`config.mk`:
```
export PLATFORM = sky130hd
export DESIGN_NAME = alu_op_sequencer
export DESIGN_NICKNAME = d
export VERILOG_FILES = /design/src/rtl/alu_op_sequencer.sv
export SDC_FILE = /design/constraint.sdc
export NUM_CORES = 1
export LEC_CHECK = 0
export ABC_AREA = 1
export ABC_CLOCK_PERIOD_IN_PS = 2100
export BUFFER_PORTS_ARGS = -buffer_cell sky130_fd_sc_hd__buf_2
export CORE_ASPECT_RATIO = 0.6
export CORE_MARGIN = 1.5
export CORE_UTILIZATION = 50
export CTS_CLUSTER_DIAMETER = 150
export DETAILED_ROUTE_END_ITERATION = 8
export MAX_ROUTING_LAYER = met4
export PLACE_DENSITY = 0.77
export SYNTH_ARGS = -nofsm -noshare
export SYNTH_HDL_FRONTEND = slang
export SYNTH_SLANG_ARGS = --single-unit
```
`constraint.sdc`:
```
create_clock -name clk -period 2.1 [get_ports clk]
set_clock_uncertainty 0.1 [all_clocks]
set_input_delay 0.21 -clock clk [delete_from_list [all_inputs] [get_ports clk]]
set_output_delay 0.21 -clock clk [all_outputs]
set_load 0.005 [all_outputs]
```
`src/rtl/alu_op_sequencer.sv`:
```
// Operator-driven sequencer for the 4-bit ALU: steps A, B and opcode in from switches, waits
// for the ALU to settle, then captures and holds result/flags. Optional macro: ALU_SEQ_CHAIN_EN.
module alu_op_sequencer #(
    parameter int unsigned WIDTH         = 4,
    parameter int unsigned SETTLE_CYCLES = 2,
    parameter int unsigned OP_MAX        = 9
) (
    input  logic             clk,
    input  logic             rst,
    input  logic [WIDTH-1:0] sw,
    input  logic             btn_next,
    input  logic             btn_clr,
    input  logic [WIDTH-1:0] alu_y,
    input  logic             alu_n,
    input  logic             alu_z,
    input  logic             alu_c,
    input  logic             alu_v,
    output logic [WIDTH-1:0] alu_a,
    output logic [WIDTH-1:0] alu_b,
    output logic [3:0]       alu_op,
    output logic [WIDTH-1:0] res,
    output logic [3:0]       flags,
    output logic             err,
    output logic             done,
    output logic [2:0]       state_o
);

    localparam int unsigned OP_W   = 4;
    localparam int unsigned FLAG_W = 4;
    localparam int unsigned CNT_W  = 4;
    localparam int unsigned ST_W   = 3;

    typedef enum logic [ST_W-1:0] {
        LOAD_A  = 3'd0,
        LOAD_B  = 3'd1,
        LOAD_OP = 3'd2,
        EXEC    = 3'd3,
        SHOW    = 3'd4
    } state_t;

    state_t           state;
    logic             btn_prev;
    logic [CNT_W-1:0] settle_cnt;

    logic press_c;
    logic op_illegal_c;
    logic settle_last_c;

    // One press per rising edge of the level button, however long it is held
    assign press_c       = btn_next & ~btn_prev;
    assign op_illegal_c  = 32'(sw) > OP_MAX;
    // The counter holds (cycles already spent in EXEC); the entry cycle sees zero
    assign settle_last_c = (settle_cnt == CNT_W'(SETTLE_CYCLES - 1));

    assign state_o = state;

    always_ff @(posedge clk) begin
        if (rst) begin
            state      <= LOAD_A;
            btn_prev   <= 1'b0;
            settle_cnt <= '0;
            alu_a      <= '0;
            alu_b      <= '0;
            alu_op     <= '0;
            res        <= '0;
            flags      <= '0;
            err        <= 1'b0;
            done       <= 1'b0;
        end else begin
            btn_prev <= btn_next;
            done     <= 1'b0;

            case (state)
                LOAD_A: begin
                    if (btn_clr) begin
                        state <= LOAD_A;
                    end else if (press_c) begin
                        alu_a <= sw;
                        state <= LOAD_B;
                    end
                end

                LOAD_B: begin
                    if (btn_clr) begin
                        state <= LOAD_A;
                    end else if (press_c) begin
                        alu_b <= sw;
                        state <= LOAD_OP;
                    end
                end

                LOAD_OP: begin
                    if (btn_clr) begin
                        state <= LOAD_A;
                    end else if (press_c) begin
                        alu_op <= OP_W'(sw);
                        if (op_illegal_c) begin
                            // Illegal opcode never reaches the ALU capture path
                            res   <= '0;
                            flags <= '0;
                            err   <= 1'b1;
                            done  <= 1'b1;
                            state <= SHOW;
                        end else begin
                            settle_cnt <= '0;
                            state      <= EXEC;
                        end
                    end
                end

                // Operands held; buttons ignored so a capture is never partial
                EXEC: begin
                    settle_cnt <= settle_cnt + CNT_W'(1);
                    if (settle_last_c) begin
                        res   <= alu_y;
                        flags <= FLAG_W'({alu_n, alu_z, alu_c, alu_v});
                        err   <= 1'b0;
                        done  <= 1'b1;
                        state <= SHOW;
                    end
                end

                SHOW: begin
                    if (btn_clr) begin
                        state <= LOAD_A;
                    end else if (press_c) begin
`ifdef ALU_SEQ_CHAIN_EN
                        if (!err) begin
                            alu_a <= res;
                            state <= LOAD_B;
                        end else begin
                            state <= LOAD_A;
                        end
`else
                        state <= LOAD_A;
`endif
                    end
                end

                default: begin
                    state <= LOAD_A;
                end
            endcase
        end
    end

endmodule
```
Word level (Yosys, flattened, before mapping):

Index checks and enable logic that the tools add are counted.

* $add $sub $neg: 1
* multiply operators: 0
* divide/modulo/power cells: 0
* $lt $le $gt $ge: 1
* equality and inequality tests: 14
* shift-type cells: 0
* mux-type cells: 32
* bitwise gates (word level): 3
* reduce and logical (&&, ||, !) cells: 8

Operators with widths (number)
* $mux W4: 8
* $mux W3: 10
* $pmux W4 S2: 3
* $pmux W3 S5: 1
* $ne A3 B3 Y1 const B: 4
* $ne A2 B2 Y1 const B: 5
* $reduce_and A5 Y1: 2
* $reduce_and A3 Y1: 3
* $mux W1: 8
* $eq A3 B2 Y1 const B: 2
* $add A4 B1 Y4 const B: 1
* $eq A4 B1 Y1 const B: 1
* $gt A4 B4 Y1 const B: 1
* $pmux W1 S2: 2
* $reduce_and A4 Y1: 1
* $eq A3 B1 Y1 const B: 1
* $eq A3 B3 Y1 const B: 1
* $logic_not A3 Y1: 1
* $not A1 Y1: 2
* $reduce_bool A2 Y1: 1
* $and A1 B1 Y1: 1

* bits in registers: 30
* latch bits: 0
* RAM bits: 0
* memory bits (read-only): 0
* bits of input ports: 16
* memories kept: 0

Longest topological paths before layout:

Gate-level depths: netlist of run 1.

* word-level depth: 5
* mapped depth: 9
* gate-level depth less buffers: 8

Worst setup path after synthesis of run 1:

No wires, ideal clock.

* path type: register -> register
* from: register state[1] (netlist: state_o[1])
* to: register flags[2]
* arrival time: 1.163 ns
* setup slack: 0.719 ns
* cell stages (with the launch flop): 10
* cells stage by stage: dfxtp_1 buf_4 nand2_1 nor2_1 nand2_1 nand2_4 buf_6 nand3_1 nand2_1 nor2_1

* word-level cells in the longest chain between the ends: 3

RTL lines
* start: declaration: line 41 `state_t state;`
* start signal: assignment: line 59 `state <= LOAD_A;`
* start signal: assignment: line 76 `state <= LOAD_A;`
* start signal: assignment: line 79 `state <= LOAD_B;`
* $eq A3 B2 Y1: line 73 `case (state)`
* $ne A2 B2 Y1 (no line) or $reduce_bool A2 Y1 (tied branches)
* $reduce_and A5 Y1 (no line)
* end signal: assignment: line 116 `flags <= FLAG_W'({alu_n, alu_z, alu_c, alu_v});`
* end: declaration: line 22 `output logic [3:0] flags,`

Parallel ways exist; a longest one is shown, timed or not.
A chain may end at the register's enable or synchronous reset.

Worst setup path in the final report of run 1:

* from: register state[1] (netlist: state_o[1])
* to: register state[2] (netlist: state_o[2])

* word-level cells in the longest chain between the ends: 3

RTL lines (line)
* $eq A3 B1 Y1, or another cell as far along: 73
* $ne A3 B3 Y1 (no line) or $ne A2 B2 Y1 (tied branches)
* $reduce_and A5 Y1 (no line)

Parallel ways exist; a longest one is shown, timed or not.

==> results of run 1 <==
metal layers:
| layer | vias to the layer above | track usage (%) | wire, um |
|---|---|---|---|
| met4 | 0 | 7.55 | 19 |
| met5 | - | - | 0 |
| li1 | 727 | - | - |
| met2 | 49 | 33.6 | 1260 |
| met3 | 5 | 7.14 | 246 |
| met1 | 609 | 32.0 | 1630 |
cell usage in the layout (no fill, tap or decap):
cell type and n:
o21ai_0 16, nand3_1 11, nand2_1 42, inv_1 27, a21boi_0 7, xor2_1 1
nor2_2 1, nand2_4 1, clkbuf_8 8, nor2_4 2, nand4_1 1, or2_2 1
nand2_2 1, buf_4 1, a21oi_1 11, dfxtp_1 30, ha_1 2, nor2_1 35
buf_2 40, a21boi_2 1, nand3_2 5, inv_2 2, nor3_1 2
logic make-up after synthesis:
group	after synthesis	share of synthesized area, %
xor gates and xnor gates	1	0.601
DFF	30	41.2
AOI/OAI and AO/OA	35	13.6
buffers and inverters	36	11.1
adders and majority gates	2	1.72
and+or+nand+nor	102	31.8
sequential cells by signal, indices dropped and copies added (netlist names):
signal / count
done: 1
alu_b: 4
res: 4
err: 1
btn_prev: 1
state_o: 3
alu_a: 4
settle_cnt: 4
flags: 4
alu_op: 4
power breakdown:
part / internal, W / switching, W
logic: 0.0000363 / 0.0000553
clock network: 0.000330 / 0.000205
registers: 0.000582 / 0.0000101
total: 0.000949 / 0.000270
worst min path at each step:
stage	from	endpoint	slack, ns	cells past startpoint
2_1_floorplan	sw[0]	alu_op[0]$_SDFFE_PP0P_	0.24	2
3_3_place_gp	alu_b[3]$_SDFFE_PP0P_	alu_b[3]$_SDFFE_PP0P_	0.33	2
3_5_place_dp	alu_b[3]$_SDFFE_PP0P_	alu_b[3]$_SDFFE_PP0P_	0.33	2
4_1_cts	sw[0]	alu_op[0]$_SDFFE_PP0P_	0.10	3
5_1_grt	sw[2]	alu_op[2]$_SDFFE_PP0P_	0.14	3
6_report	btn_next	btn_prev$_SDFF_PP0_	0.11	3
layout make-up:
class                           count  area, um2  share of cell area [%]
Multi-Input combinational cell    140        696                    39.5
Sequential cell                    30        601                    34.1
Timing Repair Buffer               41        208                    11.8
Clock buffer                        8        110                    6.25
Inverter                           29        109                    6.17
Tap cell                           32       40.0                    2.27
stage by stage:
stage                     hold WS [ns]  instance area [um2]  power [W]
after floorplan                  0.245                 1460   0.000658
after global placement           0.332                 1650   0.000695
after detailed placement         0.333                 1650   0.000695
after CTS                        0.101                 1760    0.00123
after global routing             0.137                 1760    0.00127
final                            0.110                 1760    0.00122
worst max-delay path, cell delays in order (launching register included):
cell	delay (ns)
dfxtp_1	0.50
nand2_1	0.09
nor2_1	0.21
nand2_1	0.15
nand2_4	0.23
nand2_1	0.09
o21ai_0	0.17
inv_1	0.05
==> results.md, run 1 <==
- Max IR drop VDD: roughly 530 uV
- Final sum of negative setup slack: 0 ns
- Floorplan die area: 3260 um2
- Number of hold buffers added after CTS: 0
- Num CTS Buffers: 5
- Nature of the critical path endpoint: flop
- Maximum level of the CTS H-tree: 2
- Row cnt: 14
- Share of final-layout standard cells stronger than drive strength 1: 25.4%
- Relative max-transition margin: 60.7%
- CTS-repair resized insts: 0
- Top-area cell type share of the netlist area: 41.2%
- Via count of the first global-routing pass: 1252
- Maximum number of pins on one net before global-route repair: 22
- Synthesized instance count: between 200 and 250
- Final Cycle Share: 80.8%
- Finished Layout Cells: 280
- Distinct cell type count after synthesis: 23
- Clk Latency, worst-skew pair: ~0.27 ns
- Buffers from clock root to sink, at most: 2
- Transition time at the pin with the least slew margin: 0.588 ns
- Flop-to-flop setup slack: 0.40 ns
- GRT Total Usage: approximately a quarter
- Dominant cell by count in the synthesized netlist: nand2_1
- Share of async-settable or async-resettable flops after synthesis: 0%
- Post-CTS clock slew at the launch and capture registers of the worst setup and hold paths: 0.06 ns
- Number of antenna violations at the first check in global routing: 0
- Antenna diodes: 0
- Synth Cell Area: 1460 um2
- Die H: 44.8 um
- Sequential-to-total area share from yosys stat: 41.2%
- Depth of the worst register-to-register path: 7
- Startpoint-to-endpoint class of the critical path: flop to flop
- Inst Count DP: between 200 and 300
- Number of I/O port buffers: 40
- Net total in the final layout: 265
- Final hold violations: 0
- EDFF count, synth: 0
- DR pass1 iterations: 5
- Worst setup path start: state_o[1]$_SDFFE_PP0P_
- Number of primary I/O pins: 41
- Final Wtd Congestion: 0.891
- Number of vias in the routed layout: 1390
- Critical R2R Capture: state_o[2]$_SDFFE_PP0P_
- Placeable Area: 2630 um2
- Leading area contributor after synthesis: dfxtp_1
- Vias per std cell: 4.96
- Buffer count from post-CTS setup fixing: 0
- Post-synth net total: 224
- Max-slew violation count: 0
- Die span in x: 72.7 um
- Final setup violation count: 0
- Final critical-path setup slack: between 0.4 and 0.5 ns
- Power Density: 691 nW/um2
- CTS tree: yes
- Number of DRC violations after detailed-routing iteration 0: 89
- Clock root buffer: clkbuf_8
- Clock period minus final worst setup slack: 1.70 ns
- Detail Placement HPWL: 2280 um
- Hold WC Path Type: input port to flop
- Top post-synthesis cells by area: dfxtp_1, nand2_1, nor2_1
- Effective utilization at floorplan: between 50% and 60%
- Worst setup path end: state_o[2]$_SDFFE_PP0P_
- Post-Route Utilization: 67.1%
- Max Clk Rate: approximately 600 MHz
- RSZ-0062 raised after global routing: false
- Arrival time of data at the critical path endpoint: about 1.8 ns
- Pleak: 0.930 nW
- Worst Setup Start Kind: flop
- Maximum fanout encountered on the critical timing path: 18
- Avg Inst Size Synth: between 7 and 8 um2
- Count of nets left with antenna violations after detail routing: 0
- Number of flip-flops and latches in the synthesized netlist: 30
- Remaining global-route overflow: 0
- Pre-CTS setup slack: 0.411 ns
- Worst Path Required: 2.17 ns
- Top cells by instance count after synthesis: nand2_1, nor2_1, dfxtp_1
- Wire length after detailed routing: 3150 um
- Flip-flop cell with the highest count after synthesis: dfxtp_1
- Number of sinks on the clock net: 30
- Launch instance of the worst register-to-register path: state_o[1]$_SDFFE_PP0P_
- DRC Markers: 0
- Routed wire per std cell: roughly 11 um
- Number of violations of the max-capacitance limit: 0
- Synth Warn #: 0
- Count of filler cells inserted in the layout: 237
- Area growth syn-to-layout: 20.9%
- Run status: finished clean
- Wire length of the first global-routing pass: 5560 um
Power figures use the tool's default switching activity.
==> run 2, diff against run 1 <==
ABC_CLOCK_PERIOD_IN_PS = 1600   (was 2100)
clock period = 1.6 ns   (was 2.1 ns; I/O delays follow)
==> run 2 against run 1 <==
- wire length about the same
- sequential share of layout area fell by 1.2 points
- global-route usage decreased by 2.1 points
- sequential power grew 31%
- non-clock buffer count increased by 9
- worst hold slack worse by 0.080 ns
- final cell count up 3.6%
- via count is 1.0% higher
- first-iteration DRC count rose by 2.2%
- total power increased by 27%
- design area grew 4.0%
- critical endpoint is now alu_b[1]$_SDFFE_PP0P_
- largest power group unchanged
- highest routed layer unchanged
==> results.md, run 2 (same netlist as run 1, synthesis figures left out) <==
- Run status: finished clean
- Relative max-transition margin: 73.5% (+13 points)
- Worst Hold Slack: 0.0293 ns (-0.0805 ns)
- Clock root buffer: clkbuf_8
- Die H: 44.8 um (unchanged)
- Switching Share: 24.6% (+2.5 points)
- Most common library cell in the layout ignoring fill and taps: nand2_1
- DRC Markers: 0 (unchanged)
- Vias per std cell: 4.84 (-2.5%)
- Internal power: 0.00116 W (+22%)
- Antenna diodes: 0 (unchanged)
- Final sum of negative setup slack: 0 ns (unchanged)
- Number of DRC violations after detailed-routing iteration 0: 91 (+2.2%)
- Launch instance of the worst register-to-register path: state_o[0]$_SDFFE_PP0P_
- Floorplan die area: 3260 um2 (unchanged)
- CTS tree: yes
- Buffers from clock root to sink, at most: 2 (unchanged)
- Routed wire per std cell: 10.9 um (-3.4%)
- Number of sinks on the clock net: 30 (unchanged)
- Placed standard-cell area: 1680 um2 (+1.8%)
- Fraction of power consumed by sequential logic: 50.3% (+1.7 points)
- Die span in x: 72.7 um (unchanged)
- GRT Total Usage: 21.4% (-2.1 points)
- Arrival time of data at the critical path endpoint: 1.56 ns (-0.21 ns)
- Number of vias in the routed layout: 1404 (+1.0%)
- Max-slew violation count: 0 (unchanged)
- Clock period minus final worst setup slack: 1.48 ns (-0.214 ns)
- Worst Setup Start Kind: flop
- Number of hold buffers added after CTS: 0 (unchanged)
- Commonest non-fill, non-tap cells in the layout: nand2_1, buf_2, nor2_1
- Number of antenna violations at the first check in global routing: 0 (unchanged)
- Final setup violation count: 0 (unchanged)
- Effective utilization at floorplan: 55.5% (unchanged)
- Hold WC Path Type: input port to flop
- Nature of the critical path endpoint: flop
- Remaining global-route overflow: 0 (unchanged)
- Worst Path Required: 1.68 ns (-0.49 ns)
- Num CTS Buffers: 5 (unchanged)
- DR pass1 iterations: 5 (unchanged)
- Net total in the final layout: 275 (+3.8%)
- Worst setup path start: state_o[0]$_SDFFE_PP0P_
- Final hold violations: 0 (unchanged)
- Final Wtd Congestion: 0.909 (+2.1%)
- Worst Hold Launch: sw[0]
- Maximum level of the CTS H-tree: 2 (unchanged)
- Clk Latency, worst-skew pair: 0.28 ns (about the same)
- Cell area after layout: 1830 um2 (+4.0%)
- Placeable Area: 2630 um2 (unchanged)
- Maximum fanout encountered on the critical timing path: 8 (-10)
- Wire length of the first global-routing pass: 4990 um (-10%)
- Number of I/O port buffers: 40 (unchanged)
- Post-CTS clock slew at the launch and capture registers of the worst setup and hold paths: 0.07 ns (about the same)
- Count of filler cells inserted in the layout: 213 (-10%)
- Switching power: 0.000380 W (+41%)
- Row cnt: 14 (unchanged)
- Count of nets left with antenna violations after detail routing: 0 (unchanged)
- Post-Route Utilization: 69.8% (+2.7 points)
- Final Cycle Share: 92.6% (+12 points)
- Maximum number of pins on one net before global-route repair: 19 (-14%)
- Share of power burned in combinational logic: 8.4% (+0.9 points)
- Max IR drop VDD: 699 uV (+32%)
- Pleak: 0.965 nW (+3.8%)
- Share of final-layout standard cells stronger than drive strength 1: 29.5% (+4.1 points)
- Via count of the first global-routing pass: 1107 (-12%)
- Max Clk Rate: 675 MHz (+14%)
- Wire length after detailed routing: 3150 um (about the same)
- Area of the multi-input gates: 709 um2 (+2.0%)
- Number of primary I/O pins: 41 (unchanged)
- Fraction of power consumed by the clock network: 41.3% (-2.6 points)
- Power Density: 841 nW/um2 (+22%)
- Transition time at the pin with the least slew margin: 0.397 ns (-0.191 ns)
- Number of violations of the max-capacitance limit: 0 (unchanged)
- Startpoint-to-endpoint class of the critical path: flop to flop
- Area occupied by registers: 602 um2 (+0.21%)
- Area growth syn-to-layout: 25.8%
- Detail Placement HPWL: 2240 um (-2.0%)
run 2: worst max-delay path: stages (launching register included):
cell,delay (ns)
dfxtp_1,0.44
inv_1,0.09
nor3_1,0.28
nand3_2,0.21
o21ai_0,0.21
a21oi_1,0.05
run 2: per-layer routing:
layer  global-route usage (%)  share of wire (%)  up-vias
li1                         -                  -      747
met1                     31.2                 55      607
met2                     26.6                 38       46
met3                     6.70                6.3        4
met4                     9.06               0.76        0
met5                        -                  0        -
run 2: final timing paths:
path / to / slack [ns] / cells after the start
min reg2reg: alu_b[2]$_SDFFE_PP0P_ / 0.35 / 2
min: alu_op[0]$_SDFFE_PP0P_ / 0.03 / 3
max: alu_b[1]$_SDFFE_PP0P_ / 0.12 / 5
max reg2reg: alu_b[1]$_SDFFE_PP0P_ / 0.12 / 5
run 2: cell type report:
class / instances / area share, %
clock inverter: 2 / 0.683
timing repair buffer: 50 / 15.0
inverter: 29 / 6.08
clock buffer: 6 / 4.51
tap: 32 / 2.18
sequential: 30 / 32.8
multi-input combinational: 141 / 38.7
run 2: stage by stage:
stage / setup WS [ns] / total power, W / std cells
after floorplan: 0.219 / 0.000864 / 206
after global placement: 0.109 / 0.000915 / 276
after detailed placement: 0.0534 / 0.000916 / 276
after CTS: 0.0370 / 0.00155 / 284
after global routing: -0.0979 / 0.00161 / 290
final: 0.118 / 0.00154 / 290
run 2: power groups by stage:
stage	sequential, W	combinational [W]	clock (W)
floorplan	0.000793	0.0000706	0
global placement	0.000792	0.000123	0
detailed placement	0.000793	0.000123	0
CTS	0.000776	0.000124	0.000653
global route	0.000778	0.000148	0.000681
finish	0.000776	0.000129	0.000637
run 2: repair_timing:
action                                  in CTS  in global routing
resized for setup                            0                  6
setup buffers                                0                  5
endpoints found under the setup margin       0                 14
